--- src/rtl/ppd_commutator.sv ---
`default_nettype none
// ============================================================================
//  Module      : ppd_commutator
//  Description : Serial-to-parallel input commutator for a polyphase
//                decimator. Gathers D accepted samples into a frame and
//                presents them on D parallel lanes with a one-cycle valid.
//  Revision    : 1.0  initial release
// ============================================================================
module ppd_commutator #(
    parameter int gp_idata_width       = 8,
    parameter int gp_decimation_factor = 4,
    parameter int gp_ccw               = 1
) (
    input  logic                                           i_clk,
    input  logic                                           i_rst,
    input  logic                                           i_ena,
    input  logic                                           i_valid,
    input  logic                                           i_sync,
    input  logic [gp_idata_width-1:0]                      i_data,
    output logic [gp_decimation_factor*gp_idata_width-1:0] o_data,
    output logic                                           o_valid,
    output logic [$clog2(gp_decimation_factor)-1:0]        o_phase
);

    localparam int              c_w    = gp_idata_width;
    localparam int              c_d    = gp_decimation_factor;
    localparam int              c_pw   = $clog2(gp_decimation_factor);
    localparam logic [c_pw-1:0] c_last = c_pw'(gp_decimation_factor - 1);
    localparam logic [c_pw-1:0] c_one  = c_pw'(1);

    logic [c_d*c_w-1:0] r_stage;
    logic [c_d*c_w-1:0] r_data;
    logic               r_valid;
    logic [c_pw-1:0]    r_phase;

    logic [c_pw-1:0]    w_k;
    logic [c_pw-1:0]    w_lane;
    logic [c_d*c_w-1:0] w_stage_next;
    logic               w_last;

    // Sample index for this edge (sync restarts at 0), its lane, and the
    // staging contents with the incoming sample dropped into that lane.
    always_comb begin
        w_k          = i_sync ? '0 : r_phase;
        w_lane       = (gp_ccw != 0) ? (c_last - w_k) : w_k;
        w_last       = (w_k == c_last);
        w_stage_next = i_sync ? '0 : r_stage;
        for (int i = 0; i < c_d; i++) begin
            if (i == int'(w_lane)) begin
                w_stage_next[i*c_w +: c_w] = i_data;
            end
        end
    end

    // Phase/staging/output registers; a frame is published on the edge that
    // accepts its last sample, so the next frame starts with no bubble.
    always_ff @(posedge i_clk or posedge i_rst) begin
        if (i_rst) begin
            r_stage <= '0;
            r_data  <= '0;
            r_valid <= 1'b0;
            r_phase <= '0;
        end else begin
            r_valid <= 1'b0;
            if (i_ena) begin
                if (i_valid) begin
                    r_stage <= w_stage_next;
                    if (w_last) begin
                        r_data  <= w_stage_next;
                        r_valid <= 1'b1;
                        r_phase <= '0;
                    end else begin
                        r_phase <= w_k + c_one;
                    end
                end else if (i_sync) begin
                    r_stage <= '0;
                    r_phase <= '0;
                end
            end
        end
    end

    assign o_data  = r_data;
    assign o_valid = r_valid;
    assign o_phase = r_phase;

endmodule
`default_nettype wire

--- config.mk ---
export PLATFORM = sky130hd
export DESIGN_NAME = ppd_commutator
export DESIGN_NICKNAME = d
export VERILOG_FILES = /design/src/rtl/ppd_commutator.sv
export SDC_FILE = /design/constraint.sdc
export NUM_CORES = 1
export LEC_CHECK = 0
export BUFFER_PORTS_ARGS = -buffer_cell sky130_fd_sc_hd__buf_2
export CAP_MARGIN = 15
export CORE_MARGIN = 4
export CORE_UTILIZATION = 54
export DETAILED_ROUTE_END_ITERATION = 12
export PLACE_DENSITY = 0.83
export SYNTH_ARGS = -nofsm -noshare
export SYNTH_HDL_FRONTEND = slang
export SYNTH_SLANG_ARGS = --single-unit
--- constraint.sdc ---
create_clock -name i_clk -period 2.25 [get_ports i_clk]
set_clock_uncertainty 0.1 [all_clocks]
set_input_delay 0 -clock i_clk [delete_from_list [all_inputs] [get_ports i_clk]]
set_output_delay 0 -clock i_clk [all_outputs]
set_load 0.01 [all_outputs]
==> impl_metrics.tcl <==
set metrics [dict create \
    outcome "complete, no violations" \
    dieArea_um2 5730 \
    grt_pass1_wl_mm 8.53 \
    path_max_fanout 12 \
    max_slew.worst_pin.slew_ps 733 \
    drt-wirelength-per-cell_um 17.1 \
    leakagePower_nw 1.62 \
    grt_pass1_vias 1691 \
    vdd.ir_drop.worst_v 0.000586 \
    power_density_nw_per_um2 875 \
    clock_sinks 59 \
    finalSetupViolations 0 \
    endpoint_kind "flop" \
    grt_usage_pct 20.8 \
    insertion_delay_ps 330 \
    overflow 0 \
    drv_cap 0 \
    r2r_start "o_phase[0]" \
    avgSynthCellArea_um2 13.4 \
    max_freq_ghz 0.525 \
    fin_tns_setup_ps 0 \
    drtAntennaViolNets 0 \
    dp_cells 275 \
    viasPerCell 5.68 \
    rr_endpoint "o_data[19]" \
    diodes 0 \
    clk_path_buf_depth 2 \
    yosysWarnings 0 \
    netlist_instances 185 \
    worst_hold_path_type "input pin to async pin" \
    fin_crit_sh_pct 84.7 \
    final_cells 303 \
    hpwl_mm 3.37 \
    io_pins 48 \
    seq_area_frac_synth_pct 59.7 \
    layout-drive-gt1-share_pct 27.9 \
    first_iter_violations 124 \
    globalplace.congestion 0.796 \
    post_synth_xor_area_fraction_pct 0 \
    firstDrtPassIters 4 \
    dr_total_vias 1721 \
    synth-compound-area-share_pct 13.3 \
    crit_type "flop to flop" \
    clk_pin_slew_ps 60 \
    crit_arrival_ps 2010 \
    core_um2 4380 \
    wl_mm 5.17 \
    muxShareOfSynthArea_pct 14.4 \
    finalHoldViolations 0 \
    synth_top_flop_cell "dfrtp_1" \
    synth_cell_types 30 \
    rsz0062_at_grt "false" \
    start_util_pct 56.4 \
    cts_buffers 9 \
    slew_headroom_pct 50.8 \
    rows 24 \
    fillerInstances 309 \
    antenna_found_initial 0 \
    finalMaxSlewViolations 0 \
    die_y_um 75.7 \
    cts_tree "done" \
    final_nets 260 \
    area_growth_pct 22.8 \
    ys_ff_latch 59 \
    ctsHtreeMaxLevel 3 \
    die_w_um 75.7 \
    port_buffers 47 \
    drc 0 \
    synth_nets 199 \
    crit_path_start_kind "flop" \
    synth_top_family_by_area "multiplexers" \
    post-route-min-period_ps 1910 \
    critPathRequiredTime_ps 2360 \
    grt_max_degree 60 \
    yosys.area_share.simple_pct 7.74 \
    reg2reg_depth 5 \
    synth_edf_count 0 \
    reg2reg_slack_ps 340 \
    async_flop_share_pct 100 \
    syn_area_um2 2470 \
    cts_root_buffer "clkbuf_8" \
    synthAdderAreaFrac_pct 0.506 \
    postCtsSetupBuffers 0 \
]
-- through the flow --
stage / util (%) / total power [W] / worst slack (ps) / hold WS [ps] / cell area [um^2]
3_5_place_dp: 61.7 / 0.00164 / 224 / 146 / 2710
3_3_place_gp: 61.7 / 0.00163 / 309 / 146 / 2710
6_report: 69.3 / 0.00266 / 345 / 303 / 3040
2_1_floorplan: - / 0.00149 / 464 / 32.7 / 2470
4_1_cts: 69.2 / 0.00268 / 216 / 332 / 3030
5_1_grt: 69.3 / 0.00279 / 172 / 387 / 3040
-- cell families after synthesis --
group / Yosys count
DFF: 59
AOI/OAI and AO/OA: 39
and+or+nand+nor: 37
muxes: 32
buffers and inverters: 17
adders and majority gates: 1
-- critical path, stage by stage, from the launching register on --
cell and delay (ps):
dfrtp_1 450, nor2b_2 210, ha_2 330, nor2_1 170, a22o_1 220, mux2_1 300
-- registers in the layout, indices dropped and copies added (netlist names) --
| register | count |
|---|---|
| r_stage | 24 |
| o_valid | 1 |
| o_phase | 2 |
| o_data | 32 |
-- layer usage --
| layer | global-route usage, % | part of all wire (%) | routed length (um) |
|---|---|---|---|
| met5 | 0 | 0 | 0 |
| met4 | 9.71 | 2.8 | 143 |
| met3 | 6.33 | 4.9 | 254 |
| met2 | 30.4 | 47 | 2420 |
| met1 | 28.5 | 45 | 2350 |
-- layout make-up --
| class | instances | area [um^2] | share of cell area [%] |
|---|---|---|---|
| Inverter | 5 | 18.8 | 0.618 |
| Timing Repair Buffer | 62 | 378 | 12.4 |
| Multi-Input combinational cell | 109 | 890 | 29.3 |
| Clock inverter | 5 | 77.6 | 2.55 |
| Sequential cell | 59 | 1480 | 48.6 |
| Clock buffer | 11 | 131 | 4.33 |
| Tap cell | 52 | 65.1 | 2.14 |
-- worst max-delay path by stage --
stage	startpoint	to	slack (ps)
CTS	o_phase[0]	o_data[16]	220
finish	o_phase[0]	o_data[19]	340
floorplan	o_phase[0]	r_stage[16]	460
global route	o_phase[0]	o_data[21]	170
detailed placement	o_phase[0]	o_data[16]	220
global placement	o_phase[0]	o_data[21]	310
-- placed cells by master, fill, tap and decap left out, types with 2 or more instances in the layout --
cell type      instances
dfrtp_1               59
buf_2                 47
mux2_1                27
a22o_1                23
dlygate4sd3_1         12
nand2_1               10
clkbuf_8               9
nand3_1                8
and2_1                 6
nor2_1                 6
a221o_1                5
inv_1                  4
mux2i_1                4
a32oi_1                3
buf_4                  3
and3_1                 2
o21ai_1                2
o21ai_0                2
clkinv_2               2
clkbuf_1               2
bufinv_16              2
-- report_power, final --
| part | internal [W] | total (W) | leakage, nW | switching, W |
|---|---|---|---|---|
| clock | 0.000620 | 0.00102 | 0.103 | 0.000395 |
| combinational | 0.000177 | 0.000389 | 0.723 | 0.000212 |
| sequential | 0.00118 | 0.00125 | 0.788 | 0.0000691 |
-- Yosys cell counts, types with 3 or more instances --
master | count | area share, %
a221o_1 | 5 | 2.0
a22o_1 | 23 | 8.1
nor2_1 | 6 | 0.91
clkbuf_1 | 3 | 0.46
nand3_1 | 8 | 1.6
and2_1 | 6 | 1.5
inv_1 | 5 | 0.76
buf_2 | 4 | 0.81
mux2i_1 | 4 | 1.6
mux2_1 | 27 | 12
dfrtp_1 | 59 | 60
nand2_1 | 10 | 1.5
a32oi_1 | 3 | 1.1
-- what timing repair did --
| item | 4_1_cts | 5_1_grt |
|---|---|---|
| setup endpoints to repair | 0 | 3 |
| gates resized for setup | 0 | 1 |
| hold buffers | 12 | 0 |
| endpoints found under the hold margin | 90 | 0 |
Note: power is estimated with default switching activity, not from simulation.
